**src/rtl/sar_search_8bit_if.sv**
```systemverilog
// rtl/sar_search_8bit_if.sv - comparator-facing bus of the SAR search engine
//
// Purpose: groups the start request, the external comparator flags and the
// search outputs so the controller and its environment share one bundle.
// Signals:
//   start   controller-side request to begin a search
//   cmp_gt  comparator flag, unknown A > trial
//   cmp_eq  comparator flag, unknown A == trial
//   cmp_lt  comparator flag, unknown A < trial
//   trial   value presented to the comparator B input
//   busy    search in progress
//   done    one-cycle completion pulse
//   result  search outcome, held until the next done
//   found   equality confirmed
//   err     inconsistent comparator flags seen
// Modports: master = environment (drives start and flags), slave = engine.
interface sar_search_8bit_if #(
  parameter int BUS = 8
);
  logic           start;
  logic           cmp_gt;
  logic           cmp_eq;
  logic           cmp_lt;
  logic [BUS-1:0] trial;
  logic           busy;
  logic           done;
  logic [BUS-1:0] result;
  logic           found;
  logic           err;

  modport master (
    output start, cmp_gt, cmp_eq, cmp_lt,
    input  trial, busy, done, result, found, err
  );

  modport slave (
    input  start, cmp_gt, cmp_eq, cmp_lt,
    output trial, busy, done, result, found, err
  );
endinterface

```
**src/rtl/sar_search_8bit.sv**
```systemverilog
// rtl/sar_search_8bit.sv - successive-approximation search against an external comparator
//
// Purpose: binary-searches an unknown value A by presenting trial values to
// an external magnitude comparator, one bit per step from the MSB down, then
// confirms the decided value with a final equality check.
// Ports:
//   clk    rising-edge clock
//   rst_n  asynchronous active-low reset
//   bus    sar_search_8bit_if.slave (start, cmp_gt/eq/lt in; trial, busy,
//          done, result, found, err out)
// Parameters:
//   BUS     search width in bits
//   SETTLE  cycles each trial is held before the flags are sampled (min 1)
module sar_search_8bit #(
  parameter int BUS    = 8,
  parameter int SETTLE = 1
) (
  input  logic               clk,
  input  logic               rst_n,
  sar_search_8bit_if.slave   bus
);

  // Values below 1 would make the sample point undefined; treat them as 1.
  localparam int SETTLE_EFF = (SETTLE < 1) ? 1 : SETTLE;
  localparam int CNTW       = $clog2(SETTLE_EFF + 1);
  localparam int IDXW       = (BUS > 1) ? $clog2(BUS) : 1;

  localparam logic [CNTW-1:0] CNT_RELOAD = CNTW'(SETTLE_EFF - 1);
  localparam logic [IDXW-1:0] IDX_MSB    = IDXW'(BUS - 1);
  localparam logic [BUS-1:0]  TRIAL_MSB  = {1'b1, {(BUS-1){1'b0}}};

  typedef enum logic [1:0] {
    IDLE  = 2'd0,
    TRY   = 2'd1,
    CHECK = 2'd2
  } state_t;

  state_t          state_q,  state_d;
  logic [BUS-1:0]  trial_q,  trial_d;
  logic [IDXW-1:0] idx_q,    idx_d;
  logic [CNTW-1:0] cnt_q,    cnt_d;
  logic            busy_q,   busy_d;
  logic            done_q,   done_d;
  logic [BUS-1:0]  result_q, result_d;
  logic            found_q,  found_d;
  logic            err_q,    err_d;

  logic            legal;
  logic [BUS-1:0]  decided;

  // Exactly one comparator flag may be high for a sample to be trusted.
  assign legal = (bus.cmp_gt & ~bus.cmp_eq & ~bus.cmp_lt) |
                 (~bus.cmp_gt & bus.cmp_eq & ~bus.cmp_lt) |
                 (~bus.cmp_gt & ~bus.cmp_eq & bus.cmp_lt);

  always_ff @(posedge clk or negedge rst_n) begin
    if (!rst_n) begin
      state_q  <= IDLE;
      trial_q  <= '0;
      idx_q    <= '0;
      cnt_q    <= '0;
      busy_q   <= 1'b0;
      done_q   <= 1'b0;
      result_q <= '0;
      found_q  <= 1'b0;
      err_q    <= 1'b0;
    end else begin
      state_q  <= state_d;
      trial_q  <= trial_d;
      idx_q    <= idx_d;
      cnt_q    <= cnt_d;
      busy_q   <= busy_d;
      done_q   <= done_d;
      result_q <= result_d;
      found_q  <= found_d;
      err_q    <= err_d;
    end
  end

  always_comb begin
    state_d  = state_q;
    trial_d  = trial_q;
    idx_d    = idx_q;
    cnt_d    = cnt_q;
    busy_d   = busy_q;
    done_d   = 1'b0;
    result_d = result_q;
    found_d  = found_q;
    err_d    = err_q;

    // Current bit survives only when A is above the trial.
    decided = trial_q;
    if (bus.cmp_lt) begin
      decided[idx_q] = 1'b0;
    end

    unique case (state_q)
      IDLE: begin
        if (bus.start) begin
          state_d = TRY;
          trial_d = TRIAL_MSB;
          idx_d   = IDX_MSB;
          cnt_d   = CNT_RELOAD;
          busy_d  = 1'b1;
          found_d = 1'b0;
          err_d   = 1'b0;
        end
      end

      TRY: begin
        if (cnt_q != '0) begin
          cnt_d = cnt_q - 1'b1;
        end else if (!legal || bus.cmp_eq) begin
          // Illegal flags or an early equality both end the search here.
          state_d  = IDLE;
          trial_d  = '0;
          cnt_d    = '0;
          busy_d   = 1'b0;
          done_d   = 1'b1;
          result_d = trial_q;
          found_d  = legal;
          err_d    = ~legal;
        end else if (idx_q != '0) begin
          trial_d                 = decided;
          trial_d[idx_q - 1'b1]   = 1'b1;
          idx_d                   = idx_q - 1'b1;
          cnt_d                   = CNT_RELOAD;
        end else begin
          // Last bit decided: hold it for one more settle window and verify.
          state_d = CHECK;
          trial_d = decided;
          cnt_d   = CNT_RELOAD;
        end
      end

      CHECK: begin
        if (cnt_q != '0) begin
          cnt_d = cnt_q - 1'b1;
        end else begin
          state_d  = IDLE;
          trial_d  = '0;
          cnt_d    = '0;
          busy_d   = 1'b0;
          done_d   = 1'b1;
          result_d = trial_q;
          found_d  = legal & bus.cmp_eq;
          err_d    = ~(legal & bus.cmp_eq);
        end
      end

      default: begin
        state_d = IDLE;
        trial_d = '0;
        busy_d  = 1'b0;
        cnt_d   = '0;
      end
    endcase
  end

  // Trial comes straight from its register so the comparator sees no glitches.
  assign bus.trial  = trial_q;
  assign bus.busy   = busy_q;
  assign bus.done   = done_q;
  assign bus.result = result_q;
  assign bus.found  = found_q;
  assign bus.err    = err_q;

endmodule

```
**src/flat_wrapper.sv**
```systemverilog
// flat-port wrapper written by rule: the top's interface ports become plain ports
module sar_search_8bit_flat 
#(
  parameter int BUS    = 8,
  parameter int SETTLE = 1
)
  (clk, rst_n, bus_start, bus_cmp_gt, bus_cmp_eq, bus_cmp_lt, bus_trial, bus_busy, bus_done, bus_result, bus_found, bus_err);
  sar_search_8bit_if #(.BUS(BUS)) bus_i ();
  input  logic clk;
  input  logic rst_n;
  input wire logic [$bits(bus_i.start)-1:0] bus_start;
  input wire logic [$bits(bus_i.cmp_gt)-1:0] bus_cmp_gt;
  input wire logic [$bits(bus_i.cmp_eq)-1:0] bus_cmp_eq;
  input wire logic [$bits(bus_i.cmp_lt)-1:0] bus_cmp_lt;
  output wire logic [$bits(bus_i.trial)-1:0] bus_trial;
  output wire logic [$bits(bus_i.busy)-1:0] bus_busy;
  output wire logic [$bits(bus_i.done)-1:0] bus_done;
  output wire logic [$bits(bus_i.result)-1:0] bus_result;
  output wire logic [$bits(bus_i.found)-1:0] bus_found;
  output wire logic [$bits(bus_i.err)-1:0] bus_err;
  assign bus_i.start = bus_start;
  assign bus_i.cmp_gt = bus_cmp_gt;
  assign bus_i.cmp_eq = bus_cmp_eq;
  assign bus_i.cmp_lt = bus_cmp_lt;
  assign bus_trial = bus_i.trial;
  assign bus_busy = bus_i.busy;
  assign bus_done = bus_i.done;
  assign bus_result = bus_i.result;
  assign bus_found = bus_i.found;
  assign bus_err = bus_i.err;
  sar_search_8bit #(.BUS(BUS), .SETTLE(SETTLE)) u_core (.clk(clk), .rst_n(rst_n), .bus(bus_i));
endmodule
```
**config.mk**
```make
export PLATFORM = sky130hd
export DESIGN_NAME = sar_search_8bit_flat
export DESIGN_NICKNAME = d
export VERILOG_FILES = /design/src/rtl/sar_search_8bit_if.sv /design/src/rtl/sar_search_8bit.sv /design/src/flat_wrapper.sv
export SDC_FILE = /design/constraint.sdc
export NUM_CORES = 1
export LEC_CHECK = 0
export ABC_AREA = 1
export CAP_MARGIN = 20
export CELL_PAD_IN_SITES_DETAIL_PLACEMENT = 0
export CELL_PAD_IN_SITES_GLOBAL_PLACEMENT = 1
export CORE_MARGIN = 5
export CORE_UTILIZATION = 33
export DETAILED_ROUTE_END_ITERATION = 6
export PLACE_DENSITY = 0.85
export SLEW_MARGIN = 25
export SYNTH_ARGS = -nofsm -noshare
export SYNTH_HDL_FRONTEND = slang
export SYNTH_SLANG_ARGS = --single-unit
```
**constraint.sdc**
```tcl
create_clock -name clk -period 1.4 [get_ports clk]
set_input_delay 0.28 -clock clk [delete_from_list [all_inputs] [get_ports clk]]
set_output_delay 0.28 -clock clk [all_outputs]
set_load 0.005 [all_outputs]
```
==> results of run 1 <==
[stage by stage]
stage               total power, W  hold slack (ps)
floorplan                  0.00206            -15.6
global placement           0.00286              455
detailed placement         0.00288              461
CTS                        0.00347              380
global route               0.00413              385
finish                     0.00379              372
[state kept, by name, indices dropped and copies added, names as in the netlist]
register           cells
u_core.bus.busy        1
u_core.bus.done        1
u_core.bus.err         1
u_core.bus.found       1
u_core.bus.result      8
u_core.bus.trial       8
u_core.idx_q           3
u_core.state_q         2
[final cells by class]
cell class              instances  area share
inverters                      18      0.0318
repair buffers                 66       0.248
multi-input cells             148       0.385
flip-flops and latches         25       0.284
clock buffers                   3      0.0188
well taps                      50      0.0284
clock inverters                 1     0.00341
[cells by family after synthesis]
group           synth area share
simple gates               0.358
compound gates            0.0839
buf+inv                   0.0636
fa+ha+maj                 0.0530
flops                      0.441
[repair_timing]
item | 4_1_cts | 5_1_grt
gates cloned | 0 | 0
pin swaps | 1 | 14
endpoints found under the hold margin | 0 | 0
gates resized for setup | 30 | 36
setup endpoints to repair | 34 | 25
buffers inserted | 14 | 1
[worst max-delay path, delay by kind of cell (launching register included)]
kind	cells	cell delay [ps]
buffers and inverters	3	290
and+or+nand+nor	6	390
adders and majority gates	1	150
DFF	1	400
[placed cells by master, fill, tap and decap left out]
cell / n
a21boi_0: 1
a21oi_1: 3
a21oi_2: 1
buf_4: 39
buf_6: 2
clkbuf_8: 3
clkdlybuf4s50_1: 4
clkinvlp_4: 1
dfrtp_1: 25
dlygate4sd2_1: 19
dlymetal6s2s_1: 2
ha_1: 1
ha_2: 1
ha_4: 4
inv_1: 8
inv_2: 9
inv_4: 1
nand2_1: 74
nand2_2: 8
nand2_4: 2
nand2_8: 1
nand3_1: 19
nand3_2: 3
nand4_1: 1
nor2_1: 2
nor2_2: 5
nor2_4: 5
o2111ai_1: 1
o21ai_0: 8
o21ai_1: 7
o21bai_1: 1
[routing by layer]
metal	global-route usage	vias to the layer above	part of all wire
li1	-	758	-
met1	0.168	662	0.46
met2	0.217	38	0.46
met3	0.0303	2	0.066
met4	0.0466	0	0.0082
met5	0	-	0
[final timing paths]
kind | start | end | slack, ps | cells after the start
setup / recovery | u_core.idx_q[0]$_DFFE_PN0P_ | u_core.state_q[0]$_DFFE_PN0P_ | 60 | 10
hold / removal | rst_n | u_core.bus.result[1]$_DFFE_PN0P_ | 370 | 2
setup reg to reg | u_core.idx_q[0]$_DFFE_PN0P_ | u_core.state_q[0]$_DFFE_PN0P_ | 60 | 10
hold reg to reg | u_core.bus.result[2]$_DFFE_PN0P_ | u_core.bus.result[2]$_DFFE_PN0P_ | 480 | 2
max in group asynchronous | rst_n | u_core.bus.result[5]$_DFFE_PN0P_ | 780 | 2
min in group clk | bus_cmp_eq | u_core.bus.found$_DFFE_PN0P_ | 370 | 3
[power by group through the flow]
stage	registers (W)	clock network (W)	logic [W]
3_3_place_gp	0.00102	0	0.00184
2_1_floorplan	0.00102	0	0.00104
4_1_cts	0.000979	0.000471	0.00202
5_1_grt	0.00102	0.000497	0.00262
3_5_place_dp	0.00102	0	0.00186
6_report	0.000997	0.000447	0.00235
==> key figures, run 1 <==
Logic synthesis
  – Yosys cell types: 21
  – Top cells by count, synth: nand2_1 (82), dfrtp_1 (25), nand3_1 (20)
  – Synth top area share: 0.441
  – Most numerous cell in the Yosys netlist: nand2_1
  – Post-synthesis sequential area ratio: 0.441
  – Async S/R FF share, synth: 1.00
  – Net count after synthesis: 206
  – Yosys warnings: 0
  – Number of synthesized flops with an enable pin: 0
  – Post-synth top area cell: dfrtp_1
  – Syn_area_per_cell: 7.31 um2
  – Top post-synthesis cells by area: dfrtp_1 (44%), nand2_1 (22%), nand3_1 (7.1%), ha_1 (5.3%), inv_1 (4.2%)
  – Synth Flop Type: dfrtp_1
  – Cell Area, Synth: 0.00142 mm2
  – Cells after synthesis: 194
  – Flops & latches, synth: 25

Setup path
  – Critical-path top delay cell: dfrtp_1
  – Crit-path cells: inv_2 -> ha_4 -> inv_2 -> nor2_4 -> buf_6 -> nor2_2 -> nand3_2 -> nand2_1 -> nand2_1 -> nand2_1
  – Critical Path Start Type: flop
  – CP required: 1570 ps
  – Largest fanout on the critical path: 4
  – Critical path's largest stage delay: 400 ps
  – Critical path class: flop to flop
  – CP Capture Type: flop
  – CP dominant cell by count: nand2_1
  – CP Data Arrival Time: 1510 ps

Floorplan
  – Number of cell rows: 23
  – Die width: 75.5 um
  – Die Ht: 75.5 um
  – Initial Utilization: 0.347
  – CORE AREA: 0.00409 mm2
  – # IOs: 26
  – Die area: 0.00571 mm2

CTS
  – Clock sinks: 25
  – Worst-path clk slew: 90 ps
  – CTS tree: done
  – Clock Tree Root: clkbuf_8
  – Skew-Pair Late Insertion Delay: 270 ps
  – H-tree depth: 1
  – Post-CTS Hold Fix Bufs: 0
  – Num CTS Buffers: 3
  – Clock Tree Buf Depth: 2

GRT
  – Gr ovfl total: 0
  – Gr usage total: 0.131
  – Number of global-route vias before repair: 1,294
  – First-pass GRT wire length: 5760 um
  – Pin count of the biggest net entering global routing: 26
  – Antenna violations before repair: 0

STA
  – RSZ-0062 raised after global routing: yes
  – FMAX: 746 MHz
  – Final setup viols: 0
  – Min cycle time layout: 1340 ps
  – Slew @ Worst Pin: 330 ps
  – Slew Limit Fails: 0
  – Ratio of final minimum period to clock period: 0.957
  – Final Hold Viols: 0
  – Final TNS setup: 0 ps
  – Final setup margin: 60.4 ps
  – Max_slew headroom: 0.780
  – Final setup skew: 0.817 ps

Placement
  – Port bufs: 25
  – Setup slack at placement: -270 ps
  – Placed inst area: 0.00191 mm2
  – Gpl congestion: 0.787
  – Dpl cells: 292
  – HPWL Detailed: 2570 um

Power
  – Sequential fraction of design power: 0.263
  – Leakage power: 1.22 nW
  – Max rail drop VDD: 745 uV
  – Gate power share: 0.619
  – Sw Ratio: 0.431
  – Sw Pwr: 0.00163 W
  – Clock power share: 0.118
  – Power per cell area: 1720 mW/mm2
  – Pint: 0.00216 W

Layout
  – Final Non-Filler Cells: 311
  – Multi-input gate area: 847 um2
  – Share of cells above drive strength 1: 0.326
  – Final Util: 0.539
  – Nets: 274
  – Storage cell area: 626 um2
  – Filler cell count: 396
  – Layout area overhead: 55.3%
  – Final Cell Area: 0.00220 mm2
  – # diodes: 0

Detailed routing
  – WL/cell: 11.3 um
  – DR vias/cell: 4.69
  – Drt pass-1 iters: 4
  – DR vias: 1,460
  – DRT iter0 DRCs: 84
  – Drt drc: 0
  – Post-Route WL: 3520 um
  – Routed Antenna Nets: 0

Run status
  – Status: complete, no violations

Hold path
  – Worst Hold Class: input port to asynchronous set/reset pin

Flow run
  – MaxCap Viol Count: 0
No activity file was read; power rests on OpenSTA's default activity.
==> run 2: changes to the inputs <==
--- a/config.mk
+++ b/config.mk
@@ -5,14 +5,13 @@
 export SDC_FILE = /design/constraint.sdc
 export NUM_CORES = 1
 export LEC_CHECK = 0
-export ABC_AREA = 1
 export CAP_MARGIN = 20
 export CELL_PAD_IN_SITES_DETAIL_PLACEMENT = 0
 export CELL_PAD_IN_SITES_GLOBAL_PLACEMENT = 1
 export CORE_MARGIN = 5
-export CORE_UTILIZATION = 33
+export CORE_UTILIZATION = 35
 export DETAILED_ROUTE_END_ITERATION = 6
-export PLACE_DENSITY = 0.85
+export PLACE_DENSITY = 0.84
 export SLEW_MARGIN = 25
 export SYNTH_ARGS = -nofsm -noshare
 export SYNTH_HDL_FRONTEND = slang
==> run 2 against run 1 <==
Effect of this change: the flow now finishes with violations (negative setup slack); critical path type unchanged; worst setup slack got worse by 280 ps; largest cell class unchanged; combinational power rose by 9.8%; highest routed layer unchanged; final cell count is 17% lower; critical path depth decreased by 4; first-iteration DRC count up 9.5%; wire length up 18%; sequential cell count unchanged; non-clock buffer count grew 12; count of clock-buffer cells in the layout is 1 higher; total power is 7.0% higher.
==> key figures, run 2 <==
Run status
  – Status: complete, but fails checks
  – Failing checks: negative setup slack

CTS
  – Post-CTS Hold Fix Bufs: 0
  – H-tree depth: 1
  – Clock Tree Root: clkbuf_8
  – Worst-path clk slew: 90 ps
  – Skew-Pair Late Insertion Delay: 270 ps
  – Clock sinks: 25
  – CTS tree: done
  – Clock Tree Buf Depth: 2
  – Num CTS Buffers: 3

Power
  – Power per cell area: 1740 mW/mm2
  – Leakage power: 1.14 nW
  – Max rail drop VDD: 928 uV

Placement
  – Port bufs: 25
  – HPWL Detailed: 2710 um
  – Gpl congestion: 0.810
  – Dpl cells: 230
  – Placed inst area: 0.00198 mm2

Logic synthesis
  – Syn_area_per_cell: 10.8 um2
  – Top post-synthesis cells by area: dfrtp_1 (45%), mux2_4 (8.6%), ha_1 (5.4%), a21oi_1 (4.7%), o21ai_0 (2.5%)
  – Yosys warnings: 0
  – Post-synth top area cell: dfrtp_1
  – Number of synthesized flops with an enable pin: 0
  – Synth Flop Type: dfrtp_1
  – Flops & latches, synth: 25
  – Post-synthesis sequential area ratio: 0.450
  – Cell Area, Synth: 0.00139 mm2
  – Cells after synthesis: 129
  – Top cells by count, synth: dfrtp_1 (25), a21oi_1 (13), mux2_4 (8)
  – Synth top area share: 0.450
  – Most numerous cell in the Yosys netlist: dfrtp_1
  – Yosys cell types: 38
  – Async S/R FF share, synth: 1.00
  – Net count after synthesis: 141

GRT
  – Antenna violations before repair: 0
  – Pin count of the biggest net entering global routing: 26
  – Number of global-route vias before repair: 1,411
  – Gr ovfl total: 0
  – First-pass GRT wire length: 6240 um
  – Gr usage total: 0.147

Detailed routing
  – Drt pass-1 iters: 4
  – Drt drc: 0
  – DR vias: 1,350
  – DRT iter0 DRCs: 92
  – Post-Route WL: 4140 um
  – WL/cell: 16.1 um
  – Routed Antenna Nets: 0
  – DR vias/cell: 5.25

Floorplan
  – Die Ht: 73.0 um
  – Number of cell rows: 22
  – CORE AREA: 0.00374 mm2
  – Die area: 0.00533 mm2
  – Die width: 73.0 um
  – # IOs: 26
  – Initial Utilization: 0.371

Layout
  – Final Cell Area: 0.00233 mm2
  – Share of cells above drive strength 1: 0.512
  – Layout area overhead: 67.6%
  – # diodes: 0
  – Commonest non-fill, non-tap cell in the layout: buf_4
  – Most frequent cells in the layout: buf_4 (46), dfrtp_1 (23), dlygate4sd2_1 (20)
  – Nets: 222
  – Final Non-Filler Cells: 257

STA
  – Slew @ Worst Pin: 330 ps
  – Min cycle time layout: 1620 ps
  – Final setup viols: 23
  – Final Hold Viols: 0
  – RSZ-0062 raised after global routing: yes
  – FMAX: 619 MHz
  – Final TNS setup: -3200 ps
  – Final setup margin: -216 ps
  – Slew Limit Fails: 0
  – Max_slew headroom: 0.780
  – Ratio of final minimum period to clock period: 1.15
  – Final setup skew: 3.79 ps

Setup path
  – Largest fanout on the critical path: 7
  – Critical path class: flop to flop
  – Crit path from: u_core.state_q[1]$_DFFE_PN0P_
  – Worst path top cell family by delay: flip-flops
  – Reg-to-Reg End: u_core.state_q[0]$_DFFE_PN0P_
  – CP Data Arrival Time: 1780 ps
  – CP Capture Type: flop
  – Crit path to: u_core.state_q[0]$_DFFE_PN0P_
  – Critical-path top delay cell: dfrtp_2
  – Crit path buf inv count: 1
  – Reg2Reg Depth: 6
  – Crit-path cells: inv_2 -> ha_4 -> nor2b_4 -> nand2_2 -> o21ai_2 -> mux2_4
  – Crit path depth: 6
  – Flop-to-flop setup slack: -220 ps
  – Critical Path Start Type: flop
  – CP required: 1570 ps
  – Reg2Reg Launch Point: u_core.state_q[1]$_DFFE_PN0P_
  – Critical path's largest stage delay: 450 ps

Hold path
  – Worst Hold Class: input port to asynchronous set/reset pin

Flow run
  – MaxCap Viol Count: 0
run 2: where the power goes:
group          switching (W)  internal (W)  leakage, nW
clock network       0.000250      0.000204       0.0228
registers           0.000111      0.000918        0.322
logic                0.00117       0.00141        0.794
total                0.00153       0.00253         1.14
run 2: layout make-up:
type	instances	area, um2
flip-flops and latches	25	628
multi-input cells	95	905
inverters	7	26.3
fillers	303	1420
repair buffers	78	663
well taps	48	60.1
clock buffers	4	45.0
run 2: kinds of logic (layout without fill, tap and decap cells):
family                   after synthesis  count (layout)  share of synthesized area
AO/OA/AOI/OAI                         39              39                      0.180
AND/OR/NAND/NOR                       38              38                      0.159
flip-flops                            25              25                      0.450
multiplexers                          10              10                      0.103
buffers and inverters                  9              89                     0.0351
adder cells (fa/ha/maj)                6               6                     0.0541
XOR/XNOR                               2               2                     0.0180
run 2: how the worst min path moves through the flow:
stage	startpoint	endpoint	slack (ps)	cells past startpoint
global placement	u_core.bus.found$_DFFE_PN0P_	u_core.bus.found$_DFFE_PN0P_	480	1
floorplan	rst_n	u_core.bus.busy$_DFFE_PN0P_	-20	0
detailed placement	u_core.bus.found$_DFFE_PN0P_	u_core.bus.found$_DFFE_PN0P_	490	1
global route	rst_n	u_core.bus.result[0]$_DFFE_PN0P_	420	2
finish	rst_n	u_core.bus.result[0]$_DFFE_PN0P_	360	2
CTS	rst_n	u_core.idx_q[0]$_DFFE_PN0P_	390	2
run 2: what timing repair did:
action | 4_1_cts | 5_1_grt
setup endpoints to repair | 42 | 26
resized for setup | 41 | 20
cloned | 0 | 1
pin swaps | 12 | 9
buffers inserted | 18 | 4
run 2: metrics by stage:
stage          power [W]  setup slack [ps]  hold WS [ps]   util
5_1_grt          0.00429              -266           419  0.622
3_3_place_gp     0.00303              -435           483  0.529
2_1_floorplan    0.00209              -151         -15.6      -
6_report         0.00406              -216           365  0.622
3_5_place_dp     0.00310              -485           489  0.529
4_1_cts          0.00380              -226           387  0.593
run 2: metal layers:
layer	part of all wire	track usage	vias up
li1	-	-	632
met1	0.41	0.175	655
met2	0.52	0.276	53
met3	0.053	0.0179	10
met4	0.020	0.0348	0
met5	0	0	-
